`config.mk`:
```
export PLATFORM = sky130hd
export DESIGN_NAME = edge_event_arbiter
export DESIGN_NICKNAME = d
export VERILOG_FILES = /design/src/rtl/edge_event_arbiter.sv
export SDC_FILE = /design/constraint.sdc
export NUM_CORES = 1
export LEC_CHECK = 0
export ABC_AREA = 1
export BUFFER_PORTS_ARGS = -buffer_cell sky130_fd_sc_hd__clkbuf_2
export CAP_MARGIN = 25
export CORE_UTILIZATION = 57
export DETAILED_ROUTE_END_ITERATION = 8
export GPL_TIMING_DRIVEN = 0
export PLACE_DENSITY = 0.82
export SLEW_MARGIN = 10
export SYNTH_ARGS = -nofsm -noshare
export SYNTH_HDL_FRONTEND = slang
export SYNTH_SLANG_ARGS = --single-unit
export TNS_END_PERCENT = 1
```
`constraint.sdc`:
```
create_clock -name clk -period 4.5 [get_ports clk]
set_input_delay 0.225 -clock clk [delete_from_list [all_inputs] [get_ports clk]]
set_output_delay 0.225 -clock clk [all_outputs]
set_load 0.03 [all_outputs]
```
`src/rtl/edge_event_arbiter.sv`:
```
// Rising-edge event collector with round-robin serialisation onto one valid/ready consumer.
// Optional build macro EDGE_ARB_SYNC_EN adds a 2-flop input synchroniser per channel.
module edge_event_arbiter #(
    parameter int N     = 4,
    parameter int ID_W  = 2,
    parameter int CNT_W = 8
) (
    input  logic             clk,
    input  logic             rst_n,
    input  logic [N-1:0]     signal,
    output logic             out_valid,
    output logic [ID_W-1:0]  out_id,
    input  logic             out_ready,
    output logic [N-1:0]     pending,
    output logic [CNT_W-1:0] drop_cnt,
    input  logic             drop_clr
);

    localparam int IDX_W = (N > 1) ? $clog2(N) : 1;
    localparam int SUM_W = ((CNT_W > 5) ? CNT_W : 5) + 1;
    localparam logic [CNT_W-1:0] CNT_MAX = {CNT_W{1'b1}};

    typedef enum logic [0:0] {
        ST_IDLE  = 1'b0,
        ST_OFFER = 1'b1
    } state_t;

    // Number of set bits; N never exceeds 16 so five bits suffice.
    function automatic logic [4:0] popcount(input logic [N-1:0] v);
        logic [4:0] c;
        c = 5'd0;
        for (int i = 0; i < N; i++) begin
            c = c + {4'd0, v[i]};
        end
        return c;
    endfunction

    // First requesting channel after 'last', wrapping; the lowest offset wins.
    function automatic logic [ID_W-1:0] rr_pick(input logic [N-1:0] req,
                                                input logic [ID_W-1:0] last);
        logic [ID_W-1:0] pick;
        int              idx;
        pick = last;
        for (int k = N; k >= 1; k--) begin
            idx = (int'(last) + k) % N;
            if (req[IDX_W'(idx)]) begin
                pick = ID_W'(idx);
            end else begin
                pick = pick;
            end
        end
        return pick;
    endfunction

    logic [N-1:0]     sig_s;
    logic [N-1:0]     prev_r;
    logic [N-1:0]     pending_r;
    logic [CNT_W-1:0] drop_cnt_r;
    logic             out_valid_r;
    logic [ID_W-1:0]  out_id_r;
    logic [ID_W-1:0]  last_grant_r;
    state_t           state_r;

    logic [N-1:0]     edge_s;
    logic             handshake_s;
    logic [N-1:0]     clr_mask_s;
    logic [N-1:0]     drop_s;
    logic [N-1:0]     pending_nxt_s;
    logic [SUM_W-1:0] drop_sum_s;
    logic [CNT_W-1:0] drop_cnt_nxt_s;
    state_t           state_nxt_s;
    logic             out_valid_nxt_s;
    logic [ID_W-1:0]  out_id_nxt_s;
    logic [ID_W-1:0]  last_grant_nxt_s;

`ifdef EDGE_ARB_SYNC_EN
    logic [N-1:0] sync1_r;
    logic [N-1:0] sync2_r;

    // Two-stage synchroniser for inputs arriving from asynchronous pins.
    always_ff @(posedge clk or negedge rst_n) begin
        if (!rst_n) begin
            sync1_r <= {N{1'b0}};
            sync2_r <= {N{1'b0}};
        end else begin
            sync1_r <= signal;
            sync2_r <= sync1_r;
        end
    end

    assign sig_s = sync2_r;
`else
    assign sig_s = signal;
`endif

    // Edge detect, pending latch update and drop accounting.
    always_comb begin
        edge_s         = sig_s & ~prev_r;
        handshake_s    = out_valid_r & out_ready;
        clr_mask_s     = {N{1'b0}};
        if (handshake_s) begin
            clr_mask_s = {{(N-1){1'b0}}, 1'b1} << out_id_r;
        end else begin
            clr_mask_s = {N{1'b0}};
        end
        // A fresh edge on the channel being retired survives as a new event.
        pending_nxt_s  = (pending_r & ~clr_mask_s) | edge_s;
        drop_s         = edge_s & pending_r & ~clr_mask_s;
        drop_sum_s     = SUM_W'(drop_cnt_r) + SUM_W'(popcount(drop_s));
        drop_cnt_nxt_s = drop_cnt_r;
        if (drop_clr) begin
            drop_cnt_nxt_s = {CNT_W{1'b0}};
        end else if (drop_sum_s > SUM_W'(CNT_MAX)) begin
            drop_cnt_nxt_s = CNT_MAX;
        end else begin
            drop_cnt_nxt_s = CNT_W'(drop_sum_s);
        end
    end

    // Datapath registers: input history, pending flags, drop counter.
    always_ff @(posedge clk or negedge rst_n) begin
        if (!rst_n) begin
            prev_r     <= {N{1'b0}};
            pending_r  <= {N{1'b0}};
            drop_cnt_r <= {CNT_W{1'b0}};
        end else begin
            prev_r     <= sig_s;
            pending_r  <= pending_nxt_s;
            drop_cnt_r <= drop_cnt_nxt_s;
        end
    end

    // Scheduler next-state and registered offer outputs.
    always_comb begin
        state_nxt_s      = state_r;
        out_valid_nxt_s  = out_valid_r;
        out_id_nxt_s     = out_id_r;
        last_grant_nxt_s = last_grant_r;
        case (state_r)
            ST_IDLE: begin
                if (pending_r != {N{1'b0}}) begin
                    out_id_nxt_s    = rr_pick(pending_r, last_grant_r);
                    out_valid_nxt_s = 1'b1;
                    state_nxt_s     = ST_OFFER;
                end else begin
                    out_valid_nxt_s = 1'b0;
                    state_nxt_s     = ST_IDLE;
                end
            end
            ST_OFFER: begin
                if (out_ready) begin
                    last_grant_nxt_s = out_id_r;
                    out_valid_nxt_s  = 1'b0;
                    state_nxt_s      = ST_IDLE;
                end else begin
                    out_valid_nxt_s  = 1'b1;
                    state_nxt_s      = ST_OFFER;
                end
            end
            default: begin
                out_valid_nxt_s = 1'b0;
                state_nxt_s     = ST_IDLE;
            end
        endcase
    end

    // Scheduler state register.
    always_ff @(posedge clk or negedge rst_n) begin
        if (!rst_n) begin
            state_r      <= ST_IDLE;
            out_valid_r  <= 1'b0;
            out_id_r     <= {ID_W{1'b0}};
            last_grant_r <= ID_W'(N - 1);
        end else begin
            state_r      <= state_nxt_s;
            out_valid_r  <= out_valid_nxt_s;
            out_id_r     <= out_id_nxt_s;
            last_grant_r <= last_grant_nxt_s;
        end
    end

    assign out_valid = out_valid_r;
    assign out_id    = out_id_r;
    assign pending   = pending_r;
    assign drop_cnt  = drop_cnt_r;

endmodule

```
# Yosys cells after proc, flatten, opt, wreduce, memory -nomap -nowiden
# Index checks and enable logic that the tools add are counted.
# classes
shifts	1
n_reduce_logical	3
n_lt_le_gt_ge	5
n_mux	22
n_addsub	8
bitwise	9
# ops
operator	count
bitwise AND 4 bit	4
less-than comparator 2 x 4 -> 1 bit (second input constant)	4
2-to-1 mux 8 bit	2
2-to-1 mux 1 bit	10
adder 8 x 4 -> 9 bit	1
> comparator 9 x 8 -> 1 bit (second input constant)	1
binary-select mux 1 bit (select 2 bit)	4
2-to-1 mux 2 bit	4
inverter 4 bit	2
adder 2 x 1 -> 2 bit (second input constant)	2
adder 2 bit (second input constant)	2
adder 3 x 1 -> 4 bit	1
2-to-1 mux 4 bit	1
bitwise OR 4 bit	1
AND reduction 2 bit	2
nonzero test 4 bit	1
left shift 1 x 2 -> 4 bit (first input constant)	1
adder 2 x 1 -> 3 bit	1
adder 1 x 1 -> 2 bit	1
case mux 1 bit (2 select lines)	1
bitwise AND 1 bit	1
inverter 1 bit	1
# totals
input_bits	8
ff_bits	21
output_inout_bits	15
wordCells	54

# Logic depth before layout (Yosys ltp)
# Gate-level depths: netlist of the first run.
# logic_depth
depth_word	11
mapped_depth	13
depth_no_buf	13

# Worst setup path after synthesis of the first run
# Ideal clock, no wire load.
# synth_path
path_type	reg-to-reg
startpoint	reg state_r (netlist name)
endpoint	reg drop_cnt_r[3] (netlist: drop_cnt[3])
stages_incl_launch_ff	14
setup_ps	120
synth_period_minus_slack_ps	2884
n_path_buf	0
t_required_ps	4380
arrival_ps	2764
path_slack_ps	1616
path_cell_list	dfrtp_1 nand2_1 o31ai_1 or3_1 fa_1 fa_1 inv_1 fa_1 nand2_1 inv_1 nand4_2 nand2_1 o21ai_0 inv_1
# synth_lines
item	line	text
end signal, assigned	125	drop_cnt_r <= {CNT_W{1'b0}};
end signal, assigned	129	drop_cnt_r <= drop_cnt_nxt_s;
end, declared	58	logic [CNT_W-1:0] drop_cnt_r;

==> impl_results.md, run 1 <==
- Max-slew violation count: 0
- Global placement routability congestion: 0.792
- Layout cells sized above 1: 0.240
- Power Density: 631 nW/um2
- Synth async-reset ratio: 1.00
- Die width: 47.0 um
- Initial Utilization: 0.635
- Register area share after synthesis: 0.457
- WL final: 2190 um
- Min-Delay Path Class: primary input to flip-flop
- Diode count: 0
- Gr usage total: 0.230
- Total clock buffers created by CTS: 3
- Crit path launch type: flip-flop
- Clock tree buffer depth: 2
- Worst-margin pin slew: 0.506 ns
- CTS tree: yes
- Pre-Repair DR Iteration Count: 4
- Cells after Synth: 140
- Largest net degree at the start of global routing: 22
- Synth top area share: 0.411
- Synth Flop Type: dfrtp_1
- Worst-case vdd ir drop: 369 uV
- Final net count: 180
- Worst-Skew Late Latency: 0.30 ns
- Post-synthesis cell area: 1160 um2
- Fmax: 330 MHz
- Critical Path RT: 4.72 ns
- Core ar.: 1820 um2
- Clk sinks: 21
- Worst Setup SP: state_r$_DFF_PN0_
- Most frequent cell after synthesis: nand2_1
- Post-Layout Cell Count: 192
- Vias per std cell: 5.21
- Crit path DAT: 3.26 ns
- Final Hold Vio Count: 0
- Total area of sequential cells: 528 um2
- Mapped Avg Cell Area: 8.26 um2
- DIE AREA: 2210 um2
- Post-synth EDFFs: 0
- Unrepaired setup endpoints after global routing: false
- Row count: 15
- Post-Route Setup TNS: 0 ns
- WL/cell: 11.4 um
- Endpoint class of the critical path: flip-flop
- Lkg Pwr: 0.000743 uW
- Die height: 47.0 um
- Normalized max-slew margin: 0.662
- WS Path Type: flip-flop to flip-flop
- Port Buffers: 22
- Multi-input logic area: 522 um2
- Final-layout fill cell count: 155
- Synth warnings: 0
- DRC: 0
- Total number of vias: 1000
- Vias in the first global route: 868
- Clock H-tree levels: 1
- First-pass GRT wire length: 3530 um
- Final cell utilization of the core: 0.733
- Status: finished clean
- Initial antenna violation count: 0
- Layout area overhead: 15.4%
- Crit share post-route: 0.674
- # IOs: 23
- Gr ovfl total: 0
- Post-Syn Nets: 152
- Post-CTS sizing: 0
- Placed instance count: 187
- Synth area leaders: dfrtp_1, nand2_1, inv_1
- #FFs+latches synth: 21
- Max Cap Viol: 0
- DRT iter0 DRCs: 27
- Synth top cells by count: nand2_1, dfrtp_1, inv_1
- Hold Buf Count CTS: 1
- Power, Total: 842 uW
- Post-synth cell types: 25
- Hold path start: signal[0]
- Critical Path Fanout Max: 8
- Cell taking the most area after synthesis: dfrtp_1
- Final min period: 3.03 ns
- Hpwl dp: 1720 um
- Clock-pin slew on the worst setup and hold paths: 0.11 ns
- R2R Path Start: state_r$_DFF_PN0_
- Post-CTS Setup Repair Bufs: 0
- Routed Antenna Nets: 0
- Root Buffer Master: clkbuf_4
- R2R Setup Slk: 1.47 ns
- Clock skew: 0.00846 ns
- Final setup viols: 0
## cells in the final DEF (no fill, tap or decap), drive strengths merged
cell and n:
inv 22, buf 2, o31ai 4, a21oi 6, o21ai 9, nand2 43
nand4 1, o22ai 1, fa 3, ha 1, xor2 1, or3 4
clkbuf 26, dlygate4sd3 1, xnor2 2, nor3 1, a31oi 1, nand3 9
dfrtp 19, dfstp 2, nor2 9
## kinds of logic (layout without fill, tap and decap cells)
kind of cell             count (synthesis)  in the layout  share of synthesized area
XOR/XNOR                                 3              3                     0.0227
adder cells (fa/ha/maj)                  4              4                     0.0628
AO/OA/AOI/OAI                           21             21                      0.102
flip-flops                              21             21                      0.457
AND/OR/NAND/NOR                         67             67                      0.264
buffers and inverters                   24             51                     0.0920
## state kept, by name (all words and copies together), names as in the netlist
| name | flops |
|---|---|
| pending | 4 |
| drop_cnt | 8 |
| out_id | 2 |
| last_grant_r | 2 |
| prev_r | 4 |
| state_r | 1 |
## worst max-delay path, cell delays in order (launching register included)
cell     delay, ns
dfrtp_1       0.41
nand2_1       0.21
o31ai_1       0.12
or3_1         0.35
fa_1          0.51
fa_1          0.43
inv_1         0.10
fa_1          0.23
nand2_1       0.10
inv_1         0.12
nand4_2       0.19
a21oi_1       0.22
## layer usage
| layer | track usage | up-vias | wire (um) |
|---|---|---|---|
| li1 | - | 505 | - |
| met4 | 0.0686 | 0 | 25 |
| met5 | 0 | - | 0 |
| met1 | 0.303 | 465 | 1000 |
| met2 | 0.389 | 26 | 1090 |
| met3 | 0.0462 | 4 | 71 |
## power by group
group	switching (uW)	internal, uW
combinational	301	158
sequential	51.9	243
clock	52.1	34.5
## metrics by stage
step | hold WS, ns | setup slack [ns] | area, um2
final | 0.0498 | 1.47 | 1330
after global routing | 0.0224 | 1.25 | 1330
after CTS | 0.0395 | 1.46 | 1330
after detailed placement | 0.217 | 1.48 | 1300
after global placement | 0.213 | 1.60 | 1300
after floorplan | -0.0706 | 1.62 | 1160
## worst paths after layout
path / endpoint / cells after the start
min: prev_r[0]$_DFF_PN0_ / 1
min in group asynchronous: drop_cnt[2]$_DFF_PN0_ / 2
max reg2reg: drop_cnt[2]$_DFF_PN0_ / 11
max in group asynchronous: last_grant_r[1]$_DFFE_PN1P_ / 2
min reg2reg: pending[2]$_DFF_PN0_ / 1
max: drop_cnt[2]$_DFF_PN0_ / 11
## cell type report
type | count | share of cell area
repair buffers | 23 | 0.0901
flip-flops and latches | 21 | 0.396
clock buffers | 4 | 0.0197
plain buffers | 2 | 0.0141
multi-input cells | 95 | 0.391
inverters | 22 | 0.0657
well taps | 25 | 0.0235
No activity file was read; power rests on OpenSTA's default activity.
==> run 2: changes to the inputs <==
CORE_UTILIZATION = 53   (was 57)
PLACE_DENSITY = 0.77   (was 0.82)
clock period = 2.9 ns   (was 4.5 ns; I/O delays follow)
==> impl_results.md, run 2 (synthesized netlist as in run 1, its figures left out) <==
- Status: finished clean
- Port Buffers: 22
- # IOs: 23
- Final-layout fill cell count: 168
- Max-slew violation count: 0
- Unrepaired setup endpoints after global routing: false
- Reg2reg path depth: 13
- Hold depth: 2
- Pre-Repair DR Iteration Count: 4
- DIE AREA: 2370 um2
- Final Hold Vio Count: 0
- DRC: 0
- Vias in the first global route: 989
- DRT iter0 DRCs: 30
- Most common cell after layout, fill and taps aside: nand2_1
- Normalized max-slew margin: 0.665
- Power Density: 968 nW/um2
- Crit path launch type: flip-flop
- Total number of vias: 1017
- Worst-Skew Late Latency: 0.31 ns
- Hpwl dp: 1730 um
- Hold path start: drop_clr
- Core ar.: 2000 um2
- Row count: 16
- Layout cells sized above 1: 0.297
- Gr usage total: 0.233
- Endpoint class of the critical path: flip-flop
- Die width: 48.7 um
- Worst-margin pin slew: 0.502 ns
- Min-Delay Path Class: primary input to flip-flop
- Critical Path Fanout Max: 7
- Pre-CTS setup slack: -0.131 ns
- Critical Path RT: 3.10 ns
- Final setup viols: 0
- Worst-case vdd ir drop: 661 uV
- Clock skew: 0.00923 ns
- Gr ovfl total: 0
- Worst Hold Path EP: drop_cnt[2]$_DFF_PN0_
- Fmax: 361 MHz
- Clk sinks: 21
- Crit share post-route: 0.955
- Max reg flops: 8
- Lkg Pwr: 0.000788 uW
- Final worst setup slack: 0.131 ns
- Vias per std cell: 5.03
- Initial antenna violation count: 0
- Layout area overhead: 24.6%
- Largest net degree at the start of global routing: 22
- Worst Setup SP: out_id[1]$_DFFE_PN0P_
- Worst r2r dst: drop_cnt[3]$_DFF_PN0_
- Initial Utilization: 0.578
- Post-Layout Cell Count: 202
- Routed Antenna Nets: 0
- Root Buffer Master: clkbuf_4
- Clock-pin slew on the worst setup and hold paths: 0.11 ns
- WS Path Type: flip-flop to flip-flop
- WL/cell: 12.1 um
- R2R Setup Slk: 0.13 ns
- First-pass GRT wire length: 4150 um
- R2R Path Start: out_id[1]$_DFFE_PN0P_
- Die height: 48.7 um
- Global placement routability congestion: 0.839
- Final min period: 2.77 ns
- WL final: 2450 um
- Final net count: 188
- Placed instance count: 189
- Crit path DAT: 2.97 ns
- Total clock buffers created by CTS: 3
- Clock H-tree levels: 1
- Diode count: 0
- CTS tree: yes
- Max Cap Viol: 0
- Most frequent cells in the layout: nand2_1, clkbuf_2, dfrtp_1
- Clock tree buffer depth: 2
-- run 2: layout make-up --
type | count | area [um2] | share of cell area
Multi-Input combinational cell | 95 | 556 | 0.386
Sequential cell | 21 | 528 | 0.367
Timing Repair Buffer | 31 | 190 | 0.132
Inverter | 22 | 87.6 | 0.0608
Tap cell | 27 | 33.8 | 0.0235
Clock buffer | 4 | 26.3 | 0.0182
Buffer | 2 | 18.8 | 0.0130
-- run 2: timing repair --
| action | 4_1_cts | 5_1_grt |
|---|---|---|
| resized for setup | 3 | 8 |
| buffers inserted | 3 | 1 |
| setup endpoints to repair | 8 | 8 |
| hold buffers | 5 | 0 |
| hold endpoints to repair | 23 | 0 |
| pin swaps | 2 | 3 |
-- run 2: worst max-delay path, stage by stage (launching register included) --
cell and delay (ns):
dfrtp_1 0.39, buf_4 0.13, o31ai_2 0.07, or3_4 0.39, fa_1 0.56, fa_2 0.22
inv_2 0.05, fa_2 0.35, nand2_2 0.09, inv_2 0.06, nand4_4 0.10, nand2_1 0.06
o21ai_1 0.12, inv_1 0.05
-- run 2: worst max-delay path by stage --
stage                                        to  slack [ns]
final                     drop_cnt[3]$_DFF_PN0_        0.13
after global routing      drop_cnt[5]$_DFF_PN0_        0.01
after CTS                 drop_cnt[3]$_DFF_PN0_       0.005
after detailed placement  drop_cnt[4]$_DFF_PN0_       -0.13
after global placement    drop_cnt[3]$_DFF_PN0_       -0.05
after floorplan           drop_cnt[3]$_DFF_PN0_        0.02
-- run 2: power breakdown --
group          switching (uW)  internal (uW)  total (uW)
Clock                    85.4           53.7         139
Sequential               90.1            377         468
Combinational             495            292         787
-- run 2: through the flow --
step	hold slack [ns]	cell area, um2	setup TNS (ns)	total power [uW]	utilization
after detailed placement	0.135	1300	-0.822	1180	0.649
final	0.0917	1440	0	1390	0.719
after global routing	0.0764	1440	0	1530	0.719
after CTS	0.0798	1420	0	1370	0.707
after global placement	0.135	1300	-0.0752	1150	0.649
after floorplan	-0.151	1160	0	1010	-
-- run 2: layer usage --
metal  vias to the layer above  routed length, um  track usage
li1                        517                  -            -
met1                       476               1020        0.277
met2                        20               1330        0.410
met3                         4                 75       0.0566
met4                         0                 25       0.0784
met5                         -                  0            0
==> run 3: changes to the inputs <==
ABC_AREA = default   (was 1)
CORE_UTILIZATION = 52   (was 53)
==> impl_results.md, run 3 <==
- Clock-pin slew on the worst setup and hold paths: 0.12 ns
- Synth warnings: 0
- Synth top cells by count: dfrtp_1, inv_1, o21ai_0
- Hpwl dp: 1490 um
- Clock tree buffer depth: 2
- #FFs+latches synth: 21
- Initial Utilization: 0.576
- R2R Path Start: out_id[1]$_DFFE_PN0P_
- Crit path DAT: 2.98 ns
- Synth area leaders: dfrtp_1, fa_1, dfstp_2
- Reg2reg path depth: 11
- Worst-case vdd ir drop: 525 uV
- Clock H-tree levels: 1
- Fin Hold WS: 0.193 ns
- Max Cap Viol: 0
- Post-synth EDFFs: 0
- P_int: 593 uW
- Final Hold Vio Count: 0
- Final setup viols: 0
- Min-Delay Path Class: primary input to flip-flop
- CP Buf/Inv Count: 2
- Critical Path Fanout Max: 5
- Die width: 46.7 um
- Root Buffer Master: clkbuf_4
- Fmax: 358 MHz
- Synth Area in Compound Gates: 0.165
- Diode count: 0
- Normalized max-slew margin: 0.654
- Most frequent cell after synthesis: dfrtp_1
- Synth top area share: 0.458
- Largest family of logic cells by synthesized area: simple AND/OR/NAND/NOR gates
- Comb pwr share: 0.415
- Register area share after synthesis: 0.508
- Post-synthesis mux area share: 0.0145
- Sequential power share: 0.450
- WL/cell: 14.3 um
- Status: finished clean
- Gr ovfl total: 0
- XOR/XNOR Fraction of Synth Area: 0.00843
- Vias in the first global route: 719
- Lkg Pwr: 0.000601 uW
- Clock Power Share: 0.136
- Largest net degree at the start of global routing: 22
- Mapped Avg Cell Area: 10.3 um2
- Hold depth: 4
- Worst-margin pin slew: 0.518 ns
- Crit path launch type: flip-flop
- Psw: 449 uW
- WL final: 2290 um
- Pre-Repair DR Iteration Count: 4
- Global placement routability congestion: 0.858
- Die height: 46.7 um
- Hold path start: out_ready
- Cells after Synth: 101
- Crit share post-route: 0.963
- Max reg flops: 8
- CP max-delay cell: fa_1
- WS Path Type: flip-flop to flip-flop
- R2R Setup Slk: 0.11 ns
- Port Buffers: 21
- Vias per std cell: 5.78
- Most common cell after layout, fill and taps aside: clkbuf_2
- Largest stage delay on the critical path: 0.51 ns
- Synth async-reset ratio: 1.00
- Initial antenna violation count: 0
- Simple-Gate Fraction of Synth Area: 0.190
- Routed Antenna Nets: 0
- Layout area overhead: 28.7%
- Post-synth cell types: 32
- Post-synthesis cell area: 1040 um2
- Final net count: 148
- Crit-path cells: nand3_2, o21ai_2, or3_4, fa_1, fa_2, inv_2, fa_2, buf_6, nand2_2, nor4bb_2, nor3_1
- Power Density: 780 nW/um2
- Gr usage total: 0.213
- First-pass GRT wire length: 3160 um
- Clk sinks: 21
- Total clock buffers created by CTS: 3
- Row count: 15
- Worst r2r dst: drop_cnt[6]$_DFF_PN0_
- Clock skew: 0.00165 ns
- Most frequent cells in the layout: clkbuf_2, dfrtp_1, inv_1, o21ai_0, nor2_1
- DIE AREA: 2180 um2
- Switching part of the total: 0.431
- CP dominant cell by count: fa_2
- CTS tree: yes
- Critical Path RT: 3.08 ns
- Final min period: 2.79 ns
- Synth Area in Adders: 0.0699
- Post-Route Setup TNS: 0 ns
- # IOs: 23
- Post-Syn Nets: 113
- Layout cells sized above 1: 0.348
- Max-slew violation count: 0
- Endpoint class of the critical path: flip-flop
- DRC: 0
- Total number of vias: 924
- DRT iter0 DRCs: 30
- Worst-Skew Late Latency: 0.30 ns
- Final-layout fill cell count: 135
- Core ar.: 1800 um2
- Critical path's top delay family: adder cells
- Cell taking the most area after synthesis: dfrtp_1
- Worst Hold Path EP: last_grant_r[1]$_DFFE_PN1P_
- Synth Flop Type: dfrtp_1
-- run 3: cell count changes after synthesis, moves of 4 or more --
cell     change
nand2_1     -30
inv_1       -10
nand3_1      -7
nand2_2      -6
nor2b_1      +4
-- run 3: tightest hold or removal path: cells and delay by family --
kind | cells | cell delay (ns)
AND/OR/NAND/NOR | 2 | 0.13
buffers and inverters | 2 | 0.22
-- run 3: routing by layer --
metal | track usage | up-vias | share of wire
met5 | 0 | - | 0
met4 | 0.0914 | 0 | 0.021
met3 | 0.0353 | 6 | 0.047
met2 | 0.339 | 28 | 0.50
met1 | 0.285 | 460 | 0.44
li1 | - | 430 | -
-- run 3: repair_timing --
item                                    CTS  global route
buffers inserted                          0             4
gates resized for setup                   3            13
pin swaps                                 0             7
hold endpoints to repair                 23             0
hold buffers                              5             0
endpoints found under the setup margin    7             4
-- run 3: power groups by stage --
| stage | clock [uW] | combinational, uW | sequential [uW] |
|---|---|---|---|
| 2_1_floorplan | 0 | 178 | 538 |
| 3_3_place_gp | 0 | 366 | 452 |
| 3_5_place_dp | 0 | 376 | 458 |
| 4_1_cts | 141 | 385 | 458 |
| 5_1_grt | 148 | 479 | 479 |
| 6_report | 141 | 432 | 468 |
-- run 3: cell families (layout without fill, tap and decap cells) --
logic type,count (synthesis),in the layout
multiplexers,1,1
AND/OR/NAND/NOR,35,35
adder cells (fa/ha/maj),4,4
AO/OA/AOI/OAI,28,28
flip-flops,21,21
buffers and inverters,11,45
XOR/XNOR,1,1
-- run 3: how the worst max path moves through the flow --
stage | start | slack (ns) | cells after the start | end
3_3_place_gp | state_r$_DFF_PN0_ | -0.15 | 10 | drop_cnt[6]$_DFF_PN0_
5_1_grt | out_id[1]$_DFFE_PN0P_ | -0.002 | 11 | drop_cnt[6]$_DFF_PN0_
6_report | out_id[1]$_DFFE_PN0P_ | 0.11 | 11 | drop_cnt[6]$_DFF_PN0_
4_1_cts | out_id[1]$_DFFE_PN0P_ | 0.02 | 11 | drop_cnt[6]$_DFF_PN0_
2_1_floorplan | state_r$_DFF_PN0_ | 0.05 | 10 | drop_cnt[6]$_DFF_PN0_
3_5_place_dp | state_r$_DFF_PN0_ | -0.14 | 10 | drop_cnt[6]$_DFF_PN0_
-- run 3: stage by stage --
stage	cells	utilization	setup WS, ns	cell area [um2]	total power, uW
4_1_cts	156	0.700	0.0205	1260	984
2_1_floorplan	101	-	0.0470	1040	716
3_5_place_dp	147	0.653	-0.142	1180	834
6_report	160	0.742	0.106	1340	1040
5_1_grt	160	0.742	-0.00226	1340	1110
3_3_place_gp	147	0.653	-0.153	1180	818
-- run 3: area by class of cell --
class / count / area [um2] / area share
tap: 25 / 31.3 / 0.0234
clock buffer: 4 / 26.3 / 0.0197
inverter: 9 / 33.8 / 0.0253
timing repair buffer: 30 / 185 / 0.139
buffer: 2 / 15.0 / 0.0112
sequential: 21 / 532 / 0.398
multi-input combinational: 69 / 513 / 0.384
